--- config.mk ---
export PLATFORM = sky130hd
export DESIGN_NAME = csr_unit
export DESIGN_NICKNAME = d
export VERILOG_FILES = /design/src/rtl/csr_unit.sv
export SDC_FILE = /design/constraint.sdc
export NUM_CORES = 1
export LEC_CHECK = 0
export ABC_AREA = 1
export CAP_MARGIN = 20
export CORE_MARGIN = 4
export CORE_UTILIZATION = 40
export CTS_BUF_LIST = sky130_fd_sc_hd__clkbuf_8 sky130_fd_sc_hd__clkbuf_16
export DETAILED_ROUTE_END_ITERATION = 8
export SLEW_MARGIN = 25
export SYNTH_ARGS = -nofsm -noshare
export SYNTH_HDL_FRONTEND = slang
export SYNTH_SLANG_ARGS = --single-unit
--- constraint.sdc ---
create_clock -name clk -period 19 [get_ports clk]
set_input_delay 2.85 -clock clk [delete_from_list [all_inputs] [get_ports clk]]
set_output_delay 2.85 -clock clk [all_outputs]
set_load 0.01 [all_outputs]
--- src/rtl/csr_unit.sv ---
// rtl/csr_unit.sv - machine-mode CSR file: trap/mret state, 64-bit counters, gated interrupts
module csr_unit #(
  parameter logic [31:0] MTVEC_RESET = 32'h0000_0000,
  parameter logic [31:0] HART_ID     = 32'h0000_0000
) (
  input  logic        clk,
  input  logic        reset,
  input  logic [11:0] read_address,
  output logic [31:0] read_data,
  input  logic        csr_write,
  input  logic [11:0] csr_address,
  input  logic [31:0] csr_data,
  input  logic        traped,
  input  logic        mret,
  input  logic        retired,
  input  logic [31:0] ecp,
  input  logic [3:0]  ecause,
  input  logic        interupt,
  input  logic        software_irq,
  input  logic        timer_irq,
  input  logic        external_irq,
  output logic        sip,
  output logic        tip,
  output logic        eip,
  output logic [31:0] trap_vector,
  output logic [31:0] mret_vector
);

  localparam logic [11:0] A_MSTATUS  = 12'h300, A_MISA     = 12'h301, A_MIE     = 12'h304;
  localparam logic [11:0] A_MTVEC    = 12'h305, A_MSCRATCH = 12'h340, A_MEPC    = 12'h341;
  localparam logic [11:0] A_MCAUSE   = 12'h342, A_MIP      = 12'h344, A_MHARTID = 12'hF14;
  localparam logic [11:0] A_MCYCLE   = 12'hB00, A_MCYCLEH  = 12'hB80;
  localparam logic [11:0] A_MINSTRET = 12'hB02, A_MINSTRETH = 12'hB82;
  localparam logic [11:0] A_CYCLE    = 12'hC00, A_CYCLEH   = 12'hC80;
  localparam logic [11:0] A_INSTRET  = 12'hC02, A_INSTRETH = 12'hC82;

  logic        status_mie, status_mpie;
  logic        msie, mtie, meie;
  logic [29:0] mtvec_base, mepc_base;
  logic [31:0] mscratch, mcause;
  logic [63:0] mcycle, minstret;

  // trap and mret outrank a software write on the trap-state registers
  always_ff @(posedge clk or posedge reset) begin
    if (reset) begin
      status_mie  <= 1'b0;
      status_mpie <= 1'b0;
      mepc_base   <= '0;
      mcause      <= '0;
    end else if (traped) begin
      status_mpie <= status_mie;
      status_mie  <= 1'b0;
      mepc_base   <= ecp[31:2];
      mcause      <= {interupt, 27'b0, ecause};
    end else if (mret) begin
      status_mie  <= status_mpie;
      status_mpie <= 1'b1;
    end else if (csr_write) begin
      case (csr_address)
        A_MSTATUS: begin
          status_mie  <= csr_data[3];
          status_mpie <= csr_data[7];
        end
        A_MEPC:   mepc_base <= csr_data[31:2];
        A_MCAUSE: mcause    <= csr_data;
        default: ;
      endcase
    end
  end

  always_ff @(posedge clk or posedge reset) begin
    if (reset) begin
      msie       <= 1'b0;
      mtie       <= 1'b0;
      meie       <= 1'b0;
      mtvec_base <= MTVEC_RESET[31:2];
      mscratch   <= '0;
    end else if (csr_write) begin
      case (csr_address)
        A_MIE: begin
          msie <= csr_data[3];
          mtie <= csr_data[7];
          meie <= csr_data[11];
        end
        A_MTVEC:    mtvec_base <= csr_data[31:2];
        A_MSCRATCH: mscratch   <= csr_data;
        default: ;
      endcase
    end
  end

  // a write to either counter half suppresses that counter's increment for the cycle
  always_ff @(posedge clk or posedge reset) begin
    if (reset) begin
      mcycle   <= '0;
      minstret <= '0;
    end else begin
      if (csr_write && csr_address == A_MCYCLE)        mcycle[31:0]  <= csr_data;
      else if (csr_write && csr_address == A_MCYCLEH)  mcycle[63:32] <= csr_data;
      else                                             mcycle        <= mcycle + 64'd1;

      if (csr_write && csr_address == A_MINSTRET)       minstret[31:0]  <= csr_data;
      else if (csr_write && csr_address == A_MINSTRETH) minstret[63:32] <= csr_data;
      else if (retired)                                 minstret        <= minstret + 64'd1;
    end
  end

  assign sip         = status_mie & msie & software_irq;
  assign tip         = status_mie & mtie & timer_irq;
  assign eip         = status_mie & meie & external_irq;
  assign trap_vector = {mtvec_base, 2'b00};
  assign mret_vector = {mepc_base, 2'b00};

  always_comb begin
    read_data = 32'h0;
    case (read_address)
      A_MSTATUS:              read_data = {19'b0, 2'b11, 3'b0, status_mpie, 3'b0, status_mie, 3'b0};
      A_MISA:                 read_data = 32'h4000_0100;
      A_MIE:                  read_data = {20'b0, meie, 3'b0, mtie, 3'b0, msie, 3'b0};
      A_MTVEC:                read_data = trap_vector;
      A_MSCRATCH:             read_data = mscratch;
      A_MEPC:                 read_data = mret_vector;
      A_MCAUSE:               read_data = mcause;
      A_MIP:                  read_data = {20'b0, external_irq, 3'b0, timer_irq, 3'b0, software_irq, 3'b0};
      A_MCYCLE, A_CYCLE:      read_data = mcycle[31:0];
      A_MCYCLEH, A_CYCLEH:    read_data = mcycle[63:32];
      A_MINSTRET, A_INSTRET:  read_data = minstret[31:0];
      A_MINSTRETH, A_INSTRETH: read_data = minstret[63:32];
      A_MHARTID:              read_data = HART_ID;
      default:                read_data = 32'h0;
    endcase
  end

endmodule

Word level (Yosys, flattened, before mapping)
Cells that the tools add are included.
Widths: inputs -> output; s select.

storage, ports and cells
  register bits after elaboration = 257
  bits of input ports = 102
  word-level logic and storage cells = 98

operators by class
  add/subtract/negate cells = 2
  equality and inequality tests = 29
  multiplexer cells = 24
  bitwise operators = 7
  reductions and logical operators = 23

operators with widths
  operator               count
  $pmux 32 s12           1
  $mux 32                10
  $eq 12x10->1 const B   14
  $eq 12x12->1 const B   12
  $add 64x1->64 const B  2
  $mux 30                4
  $mux 64                1
  $reduce_and 2->1       6
  $reduce_bool 2->1      5
  $mux 1                 8
  $reduce_or 2->1        4
  $and 1x1->1            6
  $ne 2x2->1 const B     3
  $reduce_and 3->1       2
  $reduce_bool 3->1      2
  $logic_and 1x1->1      4
  $not 1->1              1

Depth between registers and ports, before layout
  word-level depth = 5
  depth in mapped cells = 12
  depth with buffers taken out = 12

Worst setup path before layout
Ideal clock, no wire load.

  path type = input -> output
  start = in read_address[5]
  end = out read_data[25]
  arrival time = 3.973 ns
  data required time = 16.150 ns
  path slack = 12.177 ns
  stages = 10
  cell sequence = nor2_2 -> nand2_1 -> nor2_2 -> buf_4 -> nand2_1 -> nand2_1 -> nor2_1 -> nand2_1 -> nor2_1 -> a21oi_1

between the ends
  word-level cells in the longest chain between the ends = 3

ends and longest elaborated chain
  element           line  source
  from (decl)       8     input logic [11:0] read_address,
  $eq 12x12->1      116   case (read_address)
  $reduce_or 2->1   116
  $pmux 32 s12 (*)  116
  to (decl)         9     output logic [31:0] read_data,

Every way passes the cells marked *; elsewhere a longest branch is shown, timed or not.

Worst setup path in the final report
  start = in read_address[11]
  end = out read_data[10]

Same word-level chain as after synthesis.

==> flow_summary.json <==
{
  "status": "complete, no violations",
  "ys_seq_area_share_pct": 36.7,
  "total_power_mw": 1.62,
  "stdcell_count": 3502,
  "dieHeight_um": 217,
  "endpoint": "read_data[10]",
  "arrival_ps": 6230,
  "timing.rr.start": "mcycle[1]$_DFFE_PP0P_",
  "cts_inserted_buffers": 35,
  "placedCellCount": 3431,
  "ys_seq_elements": 257,
  "rsz0062_at_grt": "no",
  "via_per_inst": 5.57,
  "critPathLaunch": "read_address[11]",
  "worst_slew_pin_slew_ps": 1040,
  "holdCritStartpoint": "mcause[28]$_DFFE_PP0P_",
  "wl_um": 84900,
  "die_area_um2": 47200,
  "met1_length_um": 35500,
  "min_path_type": "flop to flop",
  "vdd_ir_drop_max_mv": 0.0629,
  "cts_tree": "built",
  "detail_route.wl_per_cell_um": 24.2,
  "cts_hold_buf": 0,
  "grt.overflow.total": 0,
  "fin_area_um2": 21200,
  "crit_path_start_kind": "input pin",
  "timing.final.crit_share_pct": 47.8,
  "drc_errors": 0,
  "antenna_found_initial": 7,
  "cts.path.max_buffers": 3,
  "synth_top_cell_area_share_pct": 36.7,
  "netlist_instances": 2731,
  "post_dp_cell_area_um2": 19800,
  "worstSetupPathType": "input pin to output port",
  "grt_max_degree": 117,
  "nFillCells": 4556,
  "top_layer_used": "met5",
  "drtAntennaViolNets": 0,
  "wl_met3_um": 7070,
  "gp_congestion": 1.03,
  "grt_pass1_wl_um": 124000,
  "drive_above_1_share_pct": 5.16,
  "start_util_pct": 40.5,
  "layout.nets": 2987,
  "first_iter_violations": 2404,
  "ys_warn_count": 0,
  "r2r-end": "mcycle[38]$_DFFE_PP0N_",
  "fin_util_pct": 49.0,
  "path_max_fanout": 13,
  "via_count": 19506,
  "clk_latency_ps": 570,
  "fmaxAchievable_ghz": 0.110,
  "rows": 76,
  "power_leakage_nw": 10.1,
  "hold_depth": 2,
  "worst-r2r-setup-slack_ps": 16540,
  "slew_violations": 0,
  "slew_headroom_pct": 30.4,
  "path_clk_slew_ps": 50,
  "synthDistinctLibCells": 39,
  "dp_hpwl_um": 63400,
  "layout_common_cells": "nand2_1 (1,052), nor2_1 (344), dfrtp_1 (257), inv_1 (222), nand3_1 (195)",
  "cts_htree_levels": 2,
  "portBuffers": 194,
  "synth_top_area_cell": "dfrtp_1",
  "power_density_nw_per_um2": 76.6,
  "avgSynthCellArea_um2": 6.41,
  "grt_pass1_vias": 18475,
  "multiInputGateArea_um2": 9710,
  "setup-violations-final": 0,
  "ios": 201,
  "final_common_cell": "nand2_1",
  "met2WireLength_um": 37000,
  "max_cap_violations": 0,
  "clkSinkCount": 257,
  "post_cts_buffers": 0,
  "core_region_area_um2": 43200,
  "synthTopCellsByArea": "dfrtp_1 (37%), nand2_1 (23%), nor2_1 (7.4%)",
  "ctsResizeCount": 0,
  "grt_usage_pct": 35.2,
  "finalCriticalPeriod_ps": 9080,
  "rr_worst_depth": 10,
  "regArea_um2": 6430,
  "area_growth_pct": 20.8,
  "fin_skew_ps": 22.9,
  "crit_required_ps": 16150,
  "finalHoldViolCount": 0,
  "cts_root_buffer": "clkbuf_16",
  "end_kind": "output port",
  "dr.pass1.iters": 8,
  "syn_area_um2": 17500,
  "setup_tns_ps": 0,
  "die_x_um": 217
}
## final cells by class
cell class	instances	area share, %
flip-flops and latches	257	30.4
repair buffers	208	9.69
inverters	232	4.17
clock buffers	44	4.78
well taps	585	3.46
diodes	8	0.0947
clock inverters	19	1.47
multi-input cells	2149	45.9
## metrics by stage
stage / hold WS, ps / worst slack (ps)
2_1_floorplan: 453 / 9080
3_3_place_gp: 467 / 10140
3_5_place_dp: 473 / 10130
4_1_cts: 487 / 10110
5_1_grt: 497 / 9850
6_report: 487 / 9920
## report_power, final
| group | switching (mW) | internal [mW] | total [mW] |
|---|---|---|---|
| sequential | 0.0590 | 0.587 | 0.646 |
| clock | 0.281 | 0.486 | 0.767 |
| combinational | 0.132 | 0.0744 | 0.206 |
## logic make-up after synthesis
logic type	share of synthesized area, %
other	0.0214
AND/OR/NAND/NOR	39.5
XOR/XNOR	1.50
AO/OA/AOI/OAI	14.1
buffers and inverters	8.06
adder cells (fa/ha/maj)	0.143
flip-flops	36.7
## Yosys cell counts (all sizes together)
cell,number
a21oi,116
a22oi,49
a31oi,2
buf,57
clkbuf,39
clkinv,2
conb,1
dfrtp,257
ha,2
inv,230
nand2,1069
nand3,198
nand3b,14
nand4,21
nor2,373
nor3,10
o211ai,54
o21ai,199
o21bai,2
o22ai,6
xnor2,15
xor2,15
## sequential cells by signal, summed over array words and instances, names as in the netlist
signal	flops
mcause	32
mepc_base	30
mtie	1
meie	1
mcycle	64
mscratch	32
status_mie	1
status_mpie	1
minstret	64
mtvec_base	30
msie	1
## critical path, cell delays in order
cell,delay [ps]
clkdlybuf4s50_1,600
nand2_1,150
nor2_1,90
o21ai_0,630
inv_1,480
a22oi_1,630
nand3_1,240
clkdlybuf4s50_1,540
## routing by layer
metal  vias up  track usage, %
met5         -               0
met4         2            18.3
met3       194            6.19
met2       923            53.9
met1      9314            47.8
li1       9073               -
## how the worst min path moves through the flow
stage / to / slack [ps]
floorplan: mcause[7]$_DFFE_PP0P_ / 450
global placement: mscratch[22]$_DFFE_PP0P_ / 470
detailed placement: mscratch[10]$_DFFE_PP0P_ / 470
CTS: mscratch[10]$_DFFE_PP0P_ / 490
global route: mscratch[30]$_DFFE_PP0P_ / 500
finish: mcause[28]$_DFFE_PP0P_ / 490
(Power assumes the default switching activity.)
